File: src/rtl/water_tank_model_pkg.sv
// Shared types and constants for the water tank plant emulator.
// LEVEL_MAX_DEF lines up with the controller's 20/50/90 thresholds.
package water_tank_model_pkg;

    localparam int LVL_W         = 8;
    localparam int LEVEL_MAX_DEF = 100;

    typedef enum logic [1:0] {
        PUMP_OFF    = 2'd0,
        PUMP_SPINUP = 2'd1,
        PUMP_RUN    = 2'd2
    } pump_state_t;

    // Saturate a 10-bit signed level candidate into [0, max_lvl].
    function automatic logic [LVL_W-1:0] clamp_level(input logic signed [9:0] v,
                                                     input logic [LVL_W-1:0] max_lvl);
        if (v < 10'sd0) begin
            return '0;
        end else if (v > $signed({2'b00, max_lvl})) begin
            return max_lvl;
        end else begin
            return v[LVL_W-1:0];
        end
    endfunction

endpackage

File: src/rtl/water_tank_model_pump_actuator.sv
// One pump: OFF -> SPINUP -> RUN state machine advanced only on plant ticks.
module pump_actuator
    import water_tank_model_pkg::*;
#(
    parameter int SPINUP_TICKS = 2
) (
    input  logic clock,
    input  logic rst_n,
    input  logic tick,
    input  logic cmd,
    output logic running
);

    localparam int CNT_W = (SPINUP_TICKS > 1) ? $clog2(SPINUP_TICKS) : 1;
    localparam logic [CNT_W-1:0] CNT_LAST = CNT_W'((SPINUP_TICKS > 0) ? SPINUP_TICKS - 1 : 0);

    pump_state_t      state_q, state_d;
    logic [CNT_W-1:0] cnt_q, cnt_d;
    logic             running_q, running_d;

    always_ff @(posedge clock or negedge rst_n) begin
        if (!rst_n) begin
            state_q   <= PUMP_OFF;
            cnt_q     <= '0;
            running_q <= 1'b0;
        end else begin
            state_q   <= state_d;
            cnt_q     <= cnt_d;
            running_q <= running_d;
        end
    end

    always_comb begin
        state_d = state_q;
        cnt_d   = cnt_q;
        if (tick) begin
            case (state_q)
                PUMP_OFF: begin
                    if (cmd) begin
                        cnt_d   = '0;
                        state_d = (SPINUP_TICKS == 0) ? PUMP_RUN : PUMP_SPINUP;
                    end
                end
                PUMP_SPINUP: begin
                    if (!cmd) begin
                        state_d = PUMP_OFF;
                    end else if (cnt_q == CNT_LAST) begin
                        state_d = PUMP_RUN;
                    end else begin
                        cnt_d = cnt_q + 1'b1;
                    end
                end
                PUMP_RUN: begin
                    if (!cmd) begin
                        state_d = PUMP_OFF;
                    end
                end
                default: state_d = PUMP_OFF;
            endcase
        end
        running_d = (state_d == PUMP_RUN);
    end

    assign running = running_q;

endmodule

File: config.mk
export PLATFORM = sky130hd
export DESIGN_NAME = pump_actuator
export DESIGN_NICKNAME = d
export VERILOG_FILES = /design/src/rtl/water_tank_model_pkg.sv /design/src/rtl/water_tank_model_pump_actuator.sv
export SDC_FILE = /design/constraint.sdc
export NUM_CORES = 1
export LEC_CHECK = 0
export ABC_AREA = 1
export CORE_AREA = 2 2 39 41
export DETAILED_ROUTE_END_ITERATION = 12
export DIE_AREA = 0 0 41 43
export PLACE_DENSITY = 0.33
export SLEW_MARGIN = 20
export SYNTH_ARGS = -nofsm -noshare
export SYNTH_HDL_FRONTEND = slang
export SYNTH_SLANG_ARGS = --single-unit
File: constraint.sdc
create_clock -name clock -period 0.8 [get_ports clock]
set_input_delay 0.12 -clock clock [delete_from_list [all_inputs] [get_ports clock]]
set_output_delay 0.12 -clock clock [all_outputs]
set_load 0.03 [all_outputs]
Yosys cells after proc, flatten, opt, wreduce, memory -nomap -nowiden. Index checks and enable logic that the tools add are counted. W data, S select, Z words.

Register bits: 4. Logic and storage cells: 22.

Add/subtract/negate cells: 1. Eq/ne operators: 5. Multiplexer cells: 10. Reduce and logical (&&, ||, !) cells: 3.

Operators with widths (count): $mux W2 (5); $pmux W2 S3 (1); $eq A2 B2 Y1 const B (2); $ne A2 B2 Y1 const B (2); $reduce_and A4 Y1 (1); $mux W1 (3); $eq A2 B1 Y1 const B (1); $logic_not A2 Y1 (1); $pmux W1 S2 (1); $reduce_bool A2 Y1 (1); $add A1 B1 Y1 const B (1).

Depth between registers and ports, before layout. Gate-level depths: netlist of the first run.

Depth after elaboration: 5. Depth in mapped cells: 5. Mapped depth without buffers: 5.

Least setup slack after synthesis of the first run. No wires, ideal clock.

Kind: reg2reg. Start: register state_q[1]. End: register running_q, in the netlist running. Library setup time: 0.116 ns. Data arrival time: 0.650 ns. Data required time: 0.684 ns. Slack: 0.034 ns. Stages on the path, launching flop included: 5. Buffers on the path: 0. Period minus slack after synthesis: 0.766 ns. Cells stage by stage: dfrtp_1 nor2_2 nand2_1 nand2_2 nor2_2.

RTL lines: start, declared (RTL line water_tank_model_pump_actuator.sv:17) `pump_state_t state_q, state_d;`; start signal, assigned (RTL line water_tank_model_pump_actuator.sv:27) `state_q <= state_d;`; $eq A2 B2 Y1 (tied with other cells) (RTL line water_tank_model_pump_actuator.sv:37) `case (state_q)`; $pmux W2 S3 (*) (RTL line water_tank_model_pump_actuator.sv:37); $mux W2 (*) (RTL line water_tank_model_pump_actuator.sv:36) `if (tick) begin`; net state_d[0] (RTL line water_tank_model_pump_actuator.sv:17); $eq A2 B2 Y1 (*) (RTL line water_tank_model_pump_actuator.sv:61) `running_d = (state_d == PUMP_RUN);`; net running_d (RTL line water_tank_model_pump_actuator.sv:19) `logic running_q, running_d;`; end signal, assigned (RTL line water_tank_model_pump_actuator.sv:29) `running_q <= running_d;`; end, declared (RTL line water_tank_model_pump_actuator.sv:19).

Mark *: on every way through the listed nets, which the timed path passes. The rest lies on a longest branch. A chain may end at the register's enable or synchronous reset.

Final worst setup path of the first run.
Start: register running_q, in the netlist running. End: output port running.

RTL lines: end, declared (RTL line water_tank_model_pump_actuator.sv:11) `output logic running`.

No word-level cell between the ends.

==> flow_summary.toml, run 1 <==
[worst_setup_path]
r2r_slack_ps = 0
end_kind = "primary output"
worst-path-buf-inv = 1
critPathArrivalTime_ps = 740
crit_chain = "buf_6"
startpoint_type = "flop"
required_ps = 680
cp_slowest_stage_delay_ps = 370
worst_path_max_delay_cell = "dfrtp_1"
critical_path_class = "reg2out"
r2r.worst_path.cells = 5
cp.depth = 1
path_max_fanout = 1
cp_top_family = "flip-flops"

[timing]
period_share_pct = 107.5
setup_slack_ps = -60.25
skew_ps = 0.9690
rsz0062_at_grt = "true"
setup_viol = 1
period_minus_slack_ps = 860.2
worstMarginPinSlew_ps = 180.9
tns_ps = -60.25
final_hold_viol_count = 0
timing.fmax_ghz = 1.162
relSlewSlack_pct = 87.90
slew_violations = 0

[global_routing]
grt-ovfl-total = 0
grt_busiest_layer = "met4"
use_met1_pct = 7.492
use_met3_pct = 6.283
grt_pass1_vias = 174
antenna_found_initial = 0
grtUsageMet2_pct = 5.938
grt_pass1_wl_um = 641
grt_max_degree = 6
track_usage_pct = 6.653

[route]
viasPerCell = 3.391
wl_per_cell_um = 7.152
drt_pass1_iterations = 6
route.detailed.drc = 0
drt_iter0_markers = 3
vias = 156
ant_nets = 0
routed_wl_um = 329

[floorplanning]
die_w_um = 41
fp.coreArea_mm2 = 0.001384
io-pin-count = 5
num_rows = 14
initial_core_util_pct = 13.29
dieArea_mm2 = 0.001763
die_h_um = 43

[clock_network]
cts_tree = "done"
htreeDepth = 1
cts-buffers-inserted = 3
cts-hold-fix-buffers = 0
clk_path_buf_depth = 2
cts_setup_buffers = 0
cts.sinks = 4
worstSkewPairLatency_ps = 230
clkTransAtPathRegs_ps = 40
cts_root_buffer = "clkbuf_4"

[outcome]
violations = "setup timing"
outcome = "finished with violations"

[synthesis]
syn_avg_cell_area_um2 = 7.997
seq_area_frac_synth_pct = 54.42
synth_seq_cells = 4
yosys_warnings = 0
syn_inst = 23
syn_area_um2 = 183.9
synth.distinct_cells = 7
synthesis.nets = 27

[worst_hold_path]
min-delay-path-class = "in2async"

[layout]
diodes = 0
final_cell_mix = "nand2_1, dfrtp_1, nand2_2, inv_1, clkbuf_4"
multi_input_area_um2 = 75.07
n_fill_cell = 155
layout.cells.most_common = "nand2_1"
syn2layout_area_growth_pct = 45.58
drive_gt1_share_pct = 30.00
final_nets = 36
regArea_um2 = 100.1

[power_and_ir_drop]
finalPower_uw = 654.2
p_per_area_mw_per_mm2 = 2443
vdd_drop_max_mv = 0.8039
p_leak_uw = 0.0001415

[placed_design]
io_buffers = 4
dp_hpwl_um = 240
gp_congestion = 0.6007

[flow_run]
maxCapViolCount = 0
==> metal layers <==
| metal | vias to the layer above | routed length [um] | part of all wire (%) |
|---|---|---|---|
| li1 | 82 | - | - |
| met1 | 67 | 163 | 50 |
| met2 | 7 | 123 | 37 |
| met3 | 0 | 42 | 13 |
| met4 | 0 | 0 | 0 |
| met5 | - | 0 | 0 |
==> per-stage QoR <==
stage / util [%] / setup slack [ps] / cell area, um2 / std cells / hold WS [ps]
floorplan: - / 34.33 / 183.9 / 23 / -175.6
global placement: 17.45 / -323.5 / 241.5 / 43 / 335.8
detailed placement: 17.45 / -322.1 / 241.5 / 43 / 338.5
CTS: 19.35 / -66.14 / 267.8 / 46 / 89.97
global route: 19.35 / -102.3 / 267.8 / 46 / 89.42
finish: 19.35 / -60.25 / 267.8 / 46 / 89.22
==> where the power goes <==
part	switching, uW	leakage (uW)	internal [uW]	total (uW)
clock	78.8	0.0000138	168	246
sequential	35.1	0.0000525	244	279
combinational	73.5	0.0000752	55.1	129
==> area by class of cell <==
cell class	instances	area share, %
flip-flops and latches	4	37.38
multi-input cells	16	28.04
repair buffers	4	14.49
clock buffers	3	8.411
well taps	16	7.477
inverters	3	4.206
==> cells in the mapped netlist (all sizes together) <==
| master | instances | area [um2] |
|---|---|---|
| inv | 3 | 11.26 |
| dfrtp | 4 | 100.1 |
| nand2 | 12 | 50.05 |
| o21ai | 1 | 5.000 |
| nor2 | 2 | 12.51 |
| nand3 | 1 | 5.000 |
==> worst register-to-register path: cells and delay by family (launching register included) <==
kind	cells	cell delay, ps
DFF	1	400
and+or+nand+nor	5	340
==> sequential cells by signal, summed over array words and instances (netlist names) <==
name     flops
cnt_q        1
state_q      2
running      1
==> cells by family (layout without fill, tap and decap cells) <==
group,after synthesis,count (layout),share of synthesized area (%)
flip-flops,4,4,54.42
buffers and inverters,3,10,6.122
AO/OA/AOI/OAI,1,1,2.718
AND/OR/NAND/NOR,15,15,36.73
==> worst paths after layout <==
check / start / endpoint
min in group clock: cmd / cnt_q
max in group asynchronous: rst_n / running
worst max-delay path: running / running
worst min-delay path: rst_n / state_q[1]
worst max register to register: state_q[0] / running
worst min register to register: cnt_q / cnt_q
==> what timing repair did <==
| item | in CTS | in global routing |
|---|---|---|
| resized for setup | 4 | 0 |
| setup endpoints to repair | 5 | 3 |
| pin swaps | 4 | 1 |
Power figures use the tool's default switching activity.
==> run 2: changes to the inputs <==
CORE_AREA = 4 4 41 43   (was 2 2 39 41)
DIE_AREA = 0 0 45 47   (was 0 0 41 43)
REMOVE_ABC_BUFFERS = 1   (was not set)
==> flow_summary.toml, run 2 (synthesis results as in run 1) <==
[floorplanning]
die_h_um = 47
io-pin-count = 5
num_rows = 13
initial_core_util_pct = 14.13
die_w_um = 45
dieArea_mm2 = 0.002115
fp.coreArea_mm2 = 0.001301

[route]
vias = 147
drt_iter0_markers = 1
route.detailed.drc = 0
wl_per_cell_um = 7.413
viasPerCell = 3.196
ant_nets = 0
drt_pass1_iterations = 3
routed_wl_um = 341

[layout]
largest_reg_flops = 2
final_cell_mix = "nand2_1, dfrtp_1, nand2_2, inv_1, clkbuf_4"
final_nets = 37
diodes = 0
final_util_pct = 21.06
drive_gt1_share_pct = 32.26
fin_area_um2 = 274.0
syn2layout_area_growth_pct = 48.98
top_register = "state_q"
layout.cells.most_common = "nand2_1"
n_fill_cell = 151

[timing]
setup_viol = 2
period_share_pct = 105.1
period_minus_slack_ps = 840.8
timing.fmax_ghz = 1.189
tns_ps = -48.14
final_hold_viol_count = 0
worstMarginPinSlew_ps = 171.6
relSlewSlack_pct = 88.52
skew_ps = 0.7817
slew_violations = 0
rsz0062_at_grt = "true"
whs_ps = 90.66
setup_slack_ps = -40.81

[global_routing]
antenna_found_initial = 0
track_usage_pct = 3.813
grt_max_degree = 6
grt_pass1_wl_um = 517
grt_pass1_vias = 137
grt-ovfl-total = 0

[placed_design]
place_ws_ps = -311.3
gp_congestion = 0.6719
dpl_cell_area_um2 = 247.7
io_buffers = 4

[worst_setup_path]
critical_path_class = "reg2out"
required_ps = 680
crit_chain = "buf_6"
end_kind = "primary output"
path_max_fanout = 1
critPathArrivalTime_ps = 720
worst_path_max_delay_cell = "dfrtp_1"
startpoint_type = "flop"
cp_slowest_stage_delay_ps = 360
worst-path-buf-inv = 1
cp_top_family = "flip-flops"

[clock_network]
cts_root_buffer = "clkbuf_4"
clkTransAtPathRegs_ps = 30
cts-hold-fix-buffers = 0
cts.sinks = 4
cts_tree = "done"
clk_path_buf_depth = 2
htreeDepth = 1
worstSkewPairLatency_ps = 230
cts-buffers-inserted = 3

[power_and_ir_drop]
p_leak_uw = 0.0001463
vdd_drop_max_mv = 0.7804
p_per_area_mw_per_mm2 = 2376

[outcome]
violations = "setup timing"
outcome = "finished with violations"

[flow_run]
maxCapViolCount = 0

[worst_hold_path]
min-delay-path-class = "in2async"
==> run 2: through the flow <==
stage	std cells	total power, uW
2_1_floorplan	23	354.5
5_1_grt	46	692.7
4_1_cts	46	668.9
3_5_place_dp	43	412.1
3_3_place_gp	43	411.7
6_report	46	651.1
==> run 2: per-layer routing <==
layer  up-vias  routed length, um  GRT usage (%)
met4         0                  0          5.263
met3         0                 32          1.533
met5         -                  0              0
li1         84                  -              -
met1        59                170          4.619
met2         4                138          4.237
==> run 2: cell type report <==
cell class	count	area, um2	share of cell area, %
Sequential cell	4	100.1	36.53
Inverter	3	11.26	4.110
Multi-Input combinational cell	16	75.07	27.40
Timing Repair Buffer	5	46.29	16.89
Tap cell	15	18.77	6.849
Clock buffer	3	22.52	8.219
==> run 2: report_power, final <==
part / switching [uW] / internal, uW / total [uW] / leakage (uW)
registers: 35.4 / 244 / 280 / 0.0000525
clock network: 68.7 / 167 / 236 / 0.0000138
logic: 76.6 / 59.3 / 136 / 0.0000800
==> run 2: final timing paths <==
kind                            slack, ps  cells after the start       start    endpoint
worst max-delay path                  -40                      1     running     running
worst min register to register        510                      2       cnt_q       cnt_q
min in group clock                    380                      4         cmd       cnt_q
max in group asynchronous             550                      1       rst_n  state_q[0]
worst max register to register        -10                      4  state_q[1]     running
worst min-delay path                   90                      1       rst_n       cnt_q
==> run 2: what timing repair did <==
item,CTS,global route
resized for setup,4,1
pin swaps,2,0
setup endpoints to repair,5,4
setup buffers,0,0
